===== config.mk =====
export PLATFORM = sky130hd
export DESIGN_NAME = apb4_plic_mt
export DESIGN_NICKNAME = d
export VERILOG_FILES = /design/src/rtl/apb4_plic_mt.sv
export SDC_FILE = /design/constraint.sdc
export NUM_CORES = 1
export LEC_CHECK = 0
export ABC_AREA = 1
export BUFFER_PORTS_ARGS = -buffer_cell sky130_fd_sc_hd__buf_2
export CAP_MARGIN = 20
export CORE_MARGIN = 5
export CORE_UTILIZATION = 60
export DETAILED_ROUTE_END_ITERATION = 12
export PLACE_DENSITY = 0.81
export SLEW_MARGIN = 10
export SYNTH_ARGS = -nofsm -noshare
export SYNTH_HDL_FRONTEND = slang
export SYNTH_SLANG_ARGS = --single-unit

===== constraint.sdc =====
create_clock -name clk_i -period 79.1 [get_ports clk_i]
set_input_delay 0 -clock clk_i [delete_from_list [all_inputs] [get_ports clk_i]]
set_output_delay 0 -clock clk_i [all_outputs]
set_load 0.05 [all_outputs]

===== src/rtl/apb4_plic_mt.sv =====
// APB4 platform-level interrupt controller: per-source gateways with level/edge
// capture, per-target enable/threshold and claim/complete handshake.
module apb4_plic_mt #(
   parameter int SRC_NUM    = 31,
   parameter int TGT_NUM    = 2,
   parameter int PRIO_WIDTH = 3
) (
   input  logic               clk_i,
   input  logic               rst_n_i,
   input  logic [11:0]        paddr,
   input  logic [2:0]         pprot,
   input  logic               psel,
   input  logic               penable,
   input  logic               pwrite,
   input  logic [31:0]        pwdata,
   input  logic [3:0]         pstrb,
   output logic               pready,
   output logic [31:0]        prdata,
   output logic               pslverr,
   input  logic [SRC_NUM-1:0] irq_i,
   output logic [TGT_NUM-1:0] irq_o
);
   localparam int TW = (TGT_NUM > 1) ? $clog2(TGT_NUM) : 1;
   // Source vectors are 32 bits wide with bit s = source s; bit 0 never holds state.
   localparam logic [31:0] SRC_MASK = 32'(((33'd1 << SRC_NUM) - 33'd1) << 1);

   logic [31:0]           sync_p0, sync_p1, sync_p2;
   logic [31:0]           ip, inflight, eb, edge_mode;
   logic [31:0]           enable [TGT_NUM];
   logic [PRIO_WIDTH-1:0] thresh [TGT_NUM];
   logic [PRIO_WIDTH-1:0] prio [32];
   logic [4:0]            best_id [TGT_NUM];
   logic [PRIO_WIDTH-1:0] best_prio [TGT_NUM];

   logic          access, rd, we, bad, claim, cmp;
   logic          hit_zero, hit_prio, hit_pend, hit_edge, hit_tgt;
   logic [9:0]    idx;
   logic [3:0]    tgt;
   logic [1:0]    treg;
   logic [TW-1:0] t_sel;
   logic [31:0]   claim_vec, done, rise, ip_next, if_next, eb_next;
   logic          unused_prot;

   assign unused_prot = ^pprot;
   assign pready      = 1'b1;
   assign idx         = paddr[11:2];
   assign tgt         = paddr[7:4];
   assign treg        = paddr[3:2];
   assign t_sel       = tgt[TW-1:0];
   // Gated by reset so an access in flight when reset hits reports nothing.
   assign access      = psel & penable & rst_n_i;

   assign hit_zero = (paddr == 12'h000);
   assign hit_prio = (paddr[11:7] == 5'd0) && (paddr[1:0] == 2'd0) &&
                     (idx != 10'd0) && (idx <= 10'(SRC_NUM));
   assign hit_pend = (paddr == 12'h080);
   assign hit_edge = (paddr == 12'h084);
   assign hit_tgt  = (paddr[11:8] == 4'h1) && (paddr[1:0] == 2'd0) &&
                     (tgt < 4'(TGT_NUM)) && (treg != 2'd3);
   assign bad      = ~(hit_zero | hit_prio | hit_pend | hit_edge | hit_tgt) |
                     (pwrite & (hit_pend | (pstrb != 4'hF)));

   assign pslverr = access & bad;
   assign rd      = access & ~pwrite & ~bad;
   assign we      = access & pwrite & ~bad;
   assign claim   = rd & hit_tgt & (treg == 2'd2);
   assign cmp     = we & hit_tgt & (treg == 2'd2) & (pwdata != 32'd0) &
                    (pwdata <= 32'(SRC_NUM));

   assign claim_vec = claim ? ((32'd1 << best_id[t_sel]) & SRC_MASK) : '0;
   assign done      = cmp ? ((32'd1 << pwdata[4:0]) & inflight) : '0;
   assign rise      = sync_p1 & ~sync_p2;

   // A claim beats a same-edge gateway event: the event sees IP/IF as busy and
   // is either absorbed (level) or parked in EB (edge).
   assign ip_next = ((ip & ~claim_vec) | (done & eb) |
                     (sync_p1 & ~edge_mode & ~ip & ~inflight) |
                     (rise & edge_mode & ~ip & ~inflight)) & SRC_MASK;
   assign if_next = ((inflight & ~done) | claim_vec) & SRC_MASK;
   assign eb_next = ((eb & ~done) | (rise & edge_mode & (ip | inflight))) & SRC_MASK;

   // Strict '>' starting from the threshold gives lowest-ID tie-breaking.
   always_comb begin
      for (int t = 0; t < TGT_NUM; t++) begin
         best_prio[t] = thresh[t];
         best_id[t]   = '0;
         for (int s = 1; s <= SRC_NUM; s++) begin
            if (ip[s] && enable[t][s] && (prio[s] > best_prio[t])) begin
               best_prio[t] = prio[s];
               best_id[t]   = 5'(s);
            end
         end
      end
   end

   always_comb begin
      prdata = '0;
      if (rd) begin
         if (hit_prio)      prdata = 32'(prio[idx[4:0]]);
         else if (hit_pend) prdata = ip;
         else if (hit_edge) prdata = edge_mode;
         else if (hit_tgt) begin
            case (treg)
               2'd0:    prdata = enable[t_sel];
               2'd1:    prdata = 32'(thresh[t_sel]);
               default: prdata = 32'(best_id[t_sel]);
            endcase
         end
      end
   end

   always_ff @(posedge clk_i or negedge rst_n_i) begin
      if (!rst_n_i) begin
         sync_p0   <= '0;
         sync_p1   <= '0;
         sync_p2   <= '0;
         ip        <= '0;
         inflight  <= '0;
         eb        <= '0;
         edge_mode <= '0;
         irq_o     <= '0;
         for (int s = 0; s < 32; s++) prio[s] <= '0;
         for (int t = 0; t < TGT_NUM; t++) begin
            enable[t] <= '0;
            thresh[t] <= '0;
         end
      end else begin
         // stage p0/p1: two-flop synchroniser; p2 keeps the previous sample for edges
         sync_p0  <= 32'({irq_i, 1'b0}) & SRC_MASK;
         sync_p1  <= sync_p0;
         sync_p2  <= sync_p1;
         ip       <= ip_next;
         inflight <= if_next;
         eb       <= eb_next;
         for (int t = 0; t < TGT_NUM; t++) irq_o[t] <= (best_id[t] != 5'd0);
         if (we) begin
            if (hit_prio) prio[idx[4:0]] <= pwdata[PRIO_WIDTH-1:0];
            if (hit_edge) edge_mode <= pwdata & SRC_MASK;
            if (hit_tgt && (treg == 2'd0)) enable[t_sel] <= pwdata & SRC_MASK;
            if (hit_tgt && (treg == 2'd1)) thresh[t_sel] <= pwdata[PRIO_WIDTH-1:0];
         end
      end
   end
endmodule


# Word-level counts from Yosys, hierarchy flattened
# Index checks and enable logic that the tools add are counted.
[word_totals] regBits=385 input_bits=87
[classes] eq_ne=7 n_reduce_logical=146 n_mux=151 n_shift=2 n_bitwise=50 n_lt_le_gt_ge=69
[op_table] op="$and A32 B32 Y32" n=13
[op_table] op="$mux W32" n=11
[op_table] op="$mux W5" n=59
[op_table] op="$mux W3" n=69
[op_table] op="$not A32 Y32" n=6
[op_table] op="$or A32 B32 Y32" n=6
[op_table] op="$gt A3 B3 Y1" n=62
[op_table] op="$logic_and A1 B1 Y1" n=134
[op_table] op="$bwmux W96" n=1
[op_table] op="$bwmux W64" n=1
[op_table] op="$pmux W32 S2" n=1
[op_table] op="$shl A1 B5 Y32 const A" n=2
[op_table] op="$demux W32 S1" n=1
[op_table] op="$le A32 B5 Y1 const B" n=1
[op_table] op="$reduce_bool A32 Y1" n=1
[op_table] op="$eq A12 B8 Y1 const B" n=2
[op_table] op="$bmux W3 S5" n=1
[op_table] op="$demux W3 S5" n=1
[op_table] op="$and A1 B1 Y1" n=14
[op_table] op="$logic_not A12 Y1" n=1
[op_table] op="$le A10 B5 Y1 const B" n=1
[op_table] op="$reduce_bool A10 Y1" n=1
[op_table] op="$reduce_bool A5 Y1" n=2
[op_table] op="$reduce_and A2 Y1" n=4
[op_table] op="other kinds (20)" n=30

# Logic depth before layout (Yosys ltp)
[depth] ltp_word=103 ltp_mapped=238 depth_no_buf=238

# Worst setup path after synthesis
# OpenSTA, ideal clock, no wires.
[synth_path] path_kind="reg2out" startpoint="register prio[92] (netlist bit)" endpoint="output port prdata[3]" arrival_ns=31.180 setup_slack_ns=47.920 n_path_buf=0 path_stages_with_launch=199 required_time_ns=79.100 path_cell_list="dfrtp_1 -> ha_1 -> nand2_1 -> o21ai_2 -> nand2_2 -> o21ai_0 -> ha_1 -> nor3_1 -> o21ai_2 -> nand2_2 -> nand2_2 -> o21ai_0 -> ha_1 -> nor3_1 -> inv_1 -> o21ai_0 -> inv_1 -> nand2_1 -> [... 163 more ...] -> ha_1 -> nand2_1 -> o21ai_0 -> nand4_1 -> nand2_1 -> o21ai_0 -> ha_1 -> nand2_1 -> o21ai_0 -> nand4_1 -> and2_2 -> nand3_1 -> inv_1 -> nand4_2 -> nand2_4 -> o21ai_0 -> nand2_1 -> a21oi_1"
[synth_via] elab_chain_cells=102 word_cells_on_any_way=247 classes_between="order compare: 62; mux: 123; reduce/logical: 62"
[synth_lines] element="start, declared" line="31" source="logic [PRIO_WIDTH-1:0] prio [32];"
[synth_lines] element="start signal, assigned by index" line="137" source="if (hit_prio) prio[idx[4:0]] <= pwdata[PRIO_WIDTH-1:0];"
[synth_lines] element="$gt A3 B3 Y1" line="88" source="if (ip[s] && enable[t][s] && (prio[s] > best_prio[t])) begin"
[synth_lines] element="$logic_and A1 B1 Y1" line="88"
[synth_lines] element="$mux W3" line="88"
[synth_lines] element="$gt A3 B3 Y1" line="88"
[synth_lines] element="$logic_and A1 B1 Y1" line="88"
[synth_lines] element="$mux W3" line="88"
[synth_lines] element="$gt A3 B3 Y1" line="88"
[synth_lines] element="$logic_and A1 B1 Y1" line="88"
[synth_lines] element="[... 84 more ...]"
[synth_lines] element="$mux W5" line="88"
[synth_lines] element="$mux W5 (not written as such) * (3 in series)" line="106" source="default: prdata = 32'(best_id[t_sel]);"
[synth_lines] element="$pmux W32 S2 *" line="103" source="case (treg)"
[synth_lines] element="$mux W32 *" line="102" source="else if (hit_tgt) begin"
[synth_lines] element="$mux W32 *" line="101" source="else if (hit_edge) prdata = edge_mode;"
[synth_lines] element="$mux W32 *" line="100" source="else if (hit_pend) prdata = ip;"
[synth_lines] element="$mux W32 *" line="99" source="if (hit_prio) prdata = 32'(prio[idx[4:0]]);"
[synth_lines] element="$mux W32 *" line="98" source="if (rd) begin"
[synth_lines] element="end, declared" line="18" source="output logic [31:0] prdata,"
# Every way passes the cells marked *; elsewhere a longest branch is shown, timed or not. The select of a mux whose other input is x is not followed.

# Final worst setup path
[layout_path] startpoint="register prio[92] (netlist bit)" endpoint="output port prdata[2]"
[layout_via] elab_chain_cells=102 word_cells_on_any_way=253 classes_between="order compare: 62; mux: 129; reduce/logical: 62"
[layout_lines] element="$gt A3 B3 Y1" line="88"
[layout_lines] element="$logic_and A1 B1 Y1" line="88"
[layout_lines] element="$mux W3" line="88"
[layout_lines] element="$gt A3 B3 Y1" line="88"
[layout_lines] element="$logic_and A1 B1 Y1" line="88"
[layout_lines] element="$mux W3" line="88"
[layout_lines] element="$gt A3 B3 Y1" line="88"
[layout_lines] element="$logic_and A1 B1 Y1" line="88"
[layout_lines] element="[... 84 more ...]"
[layout_lines] element="$mux W5" line="88"
[layout_lines] element="$mux W5 (not written as such) (3 in series)" line="106"
[layout_lines] element="$pmux W32 S2" line="103"
[layout_lines] element="$mux W32" line="102"
[layout_lines] element="$mux W32" line="101"
[layout_lines] element="$mux W32" line="100"
[layout_lines] element="$mux W32 *" line="99"
[layout_lines] element="$mux W32 *" line="98"
# Marked as above.

==> results by group <==
Timing
  • Highest clock rate: 26.9 MHz
  • Final Setup Violations: 0
  • RSZ-0062 raised after global routing: no
  • Fin crit share: 47.0%
  • Worst setup margin: 41.90 ns
  • Setup Skew: 0.0180 ns
  • Setup total negative slack: 0 ns
  • Max-slew violations: 0
  • Final worst path period need: ~37 ns
  • Relative slew slack: between 20% and 30%
  • Slew @ Worst Pin: about 1.2 ns
  • Fin. Hold Viols: 0

Routing
  • 1st-pass router iterations: 7
  • Metal3 WL: 7850 um
  • Via Count: roughly 23000
  • Top Layer Used: met5
  • Avg WL per Cell: between 20 and 25 um
  • Routed length on met1: between 30000 and 40000 um
  • Detail Route met2 WL: between 30000 and 40000 um
  • First DRT Iteration DRCs: 2629
  • Drt total wl: 77400 um
  • Post-DR vias/cell: just over 6
  • Routed Antenna Nets: 0
  • DRC: 0

Placed design
  • Placed inst area: 25000 um^2
  • RD Place Congestion: between 0.9 and 1
  • DP Worst Slack: roughly 43 ns
  • Post-detail-place hpwl: ~56000 um
  • PortBufs: 118

Clock network
  • Cts repair resizes: 0
  • CTS Root Cell: clkbuf_16
  • Clk buf depth: 3
  • H-tree levels: 2
  • Clock transition at path regs: roughly 0.06 ns
  • Clk sinks: around 380
  • CTS tree: done
  • Clk_lat worst skew: about 0.57 ns
  • CTS Buf Count: 41

Global route
  • Initial antenna violation count: 2
  • Vias in the first global route: 22600
  • First-pass GRT wire length: between 100000 and 150000 um
  • Largest net degree at the start of global routing: 88
  • Global route total overflow: 0
  • GRT Util Overall: about a third

Yosys
  • Syn nets: ~3300
  • Commonest cells post-synth: 773 x nand2_1, 404 x o21ai_0, 383 x dfrtp_1
  • Register area share after synthesis: roughly two fifths
  • Main area contributors after synthesis: dfrtp_1 40%, nand2_1 12%, o21ai_0 8.4%
  • Synth area leader: dfrtp_1
  • Syn Std Cell Area: 24000 um^2
  • Synthesized flop and latch total: between 300 and 400
  • Post-synth EDFFs: 0
  • Post-Synthesis Mean Instance Area: 7.70 um^2
  • Synth Instances: 3114
  • Synth top area share: roughly two fifths
  • Synth warn: 0
  • Most common cell in the netlist: nand2_1
  • Ys async rst share: 100%
  • Yosys cell types: 64
  • Main synth FF type: dfrtp_1

Floorplan
  • Core Area: a little under 40000 um^2
  • Die area: 44000 um^2
  • # IOs: 123
  • Initial core utilization: between 60% and 70%
  • # rows: 73
  • Die height: approximately 210 um
  • Die W: between 200 and 250 um

Outcome
  • Outcome: completed

Hold path
  • Hold crit path type: input pin to asynchronous set/reset pin

Setup path
  • CP required: just under 80 ns
  • Reg2reg start: prio[92]
  • WP data arrival: between 30 and 40 ns
  • Worst setup startpoint: prio[92]
  • Crit start category: flop
  • Worst Path Max Fanout: 13
  • CP most frequent cell: o21ai_0
  • Crit path kind: flop to output pin
  • Slowest stage delay, CP: around 0.5 ns
  • Setup crit end kind: output pin
  • Slowest CP cell: dfrtp_1

Flow run
  • Max-Cap Viols: 0

Power
  • Max VDD drop: 0.0222 mV
  • Static Leakage: 12.4 nW
  • Pwr/cell area: 15.6 nW/um^2

Final layout
  • Nets: ~3400
  • Final-layout fill cell count: between 3000 and 4000
  • Final Cell Area: roughly 27000 um^2
  • Share of layout cells above drive strength 1: roughly 17%
  • Layout area overhead: 12.7%
[repair_timing]
| item | CTS | global route |
|---|---|---|
| endpoints found under the hold margin | 223 | 0 |
| buffers inserted | 0 | 0 |
| hold buffers | 62 | 0 |
[metal layers]
metal,global-route usage [%],vias up
met2,53.9,1303
met1,45.5,11000
met4,17.1,4
li1,-,10800
met5,0,-
met3,7.59,286
[path summary, 6_finish.rpt]
path	endpoint	slack, ns	depth (start not counted)
min reg2reg	sync_p1[4]	0.34	0
max reg2reg	ip[5]	42.47	199
min	eb[25]	0.02	2
max	prdata[2]	41.90	202
max in group asynchronous	prio[39]	76.87	4
min in group clk_i	eb[29]	0.05	4
[power by group]
group	leakage, nW	internal, mW	total, mW	switching, mW
Combinational	6.95	0.00588	0.0209	0.0150
Sequential	4.81	0.198	0.200	0.00153
Clock	0.660	0.119	0.200	0.0809
Total	12.4	0.323	0.420	0.0974
[cell families (layout without fill, tap and decap cells)]
kind of cell | after synthesis | count (layout) | share of synthesized area, %
other | 1 | 2 | 0.0156
buffers and inverters | 441 | 635 | 7.49
and+or+nand+nor | 1504 | 1504 | 31.1
adders and majority gates | 74 | 74 | 3.86
DFF | 383 | 383 | 40.0
AOI/OAI and AO/OA | 711 | 711 | 17.5
[critical path: cells and delay by family, from the launching register on]
family / cells / cell delay, ns
adder cells (fa/ha/maj): 31 / 9.42
flip-flops: 1 / 0.50
AND/OR/NAND/NOR: 91 / 10.31
AO/OA/AOI/OAI: 62 / 14.46
buffers and inverters: 18 / 1.85
[final cells by class]
type | count | area [um^2] | area share (%)
repair buffers | 200 | 1400 | 5.17
multi-input cells | 2290 | 12600 | 46.6
clock buffers | 62 | 1170 | 4.35
well taps | 525 | 657 | 2.43
inverters | 363 | 1410 | 5.23
flip-flops and latches | 383 | 9580 | 35.5
clock inverters | 10 | 189 | 0.699
diodes | 1 | 2.50 | 0.00926
[layout by cell type (no fill, tap or decap), types with 9 or more instances in the layout]
cell           count
o21bai_1          11
clkbuf_16         41
nand3_2           73
clkbuf_1          14
o21ai_1           20
a31oi_1            9
nand3_1          209
inv_2             20
nand4_2           16
nor3_1            32
a21oi_1           74
nand2_4           23
nand2_2          160
buf_2            117
o22ai_1           55
inv_1            326
o21ai_2           14
ha_1              74
nor2_1           162
buf_4             18
o32ai_1           47
a221oi_1          21
o21ai_0          404
dfrtp_1          383
a211oi_1          22
nand2_1          771
dlygate4sd3_1     62
nand4_1           22
[sequential cells by signal, indices dropped and copies added, names as in the netlist]
name and cells:
eb 31, edge_mode 31, enable 62, inflight 31, ip 31, irq_o 2
prio 96, sync_p0 31, sync_p1 31, sync_p2 31, thresh 6
[stage by stage]
stage	hold WS, ns	instances	total power [mW]	util, %
floorplan	-0.296	3114	0.210	-
global placement	0.0323	3697	0.221	63.0
detailed placement	0.0360	3699	0.221	63.1
CTS	0.00638	3833	0.420	68.1
global route	0.0492	3833	0.431	68.1
finish	0.0221	3834	0.420	68.1
(Power assumes the default switching activity.)
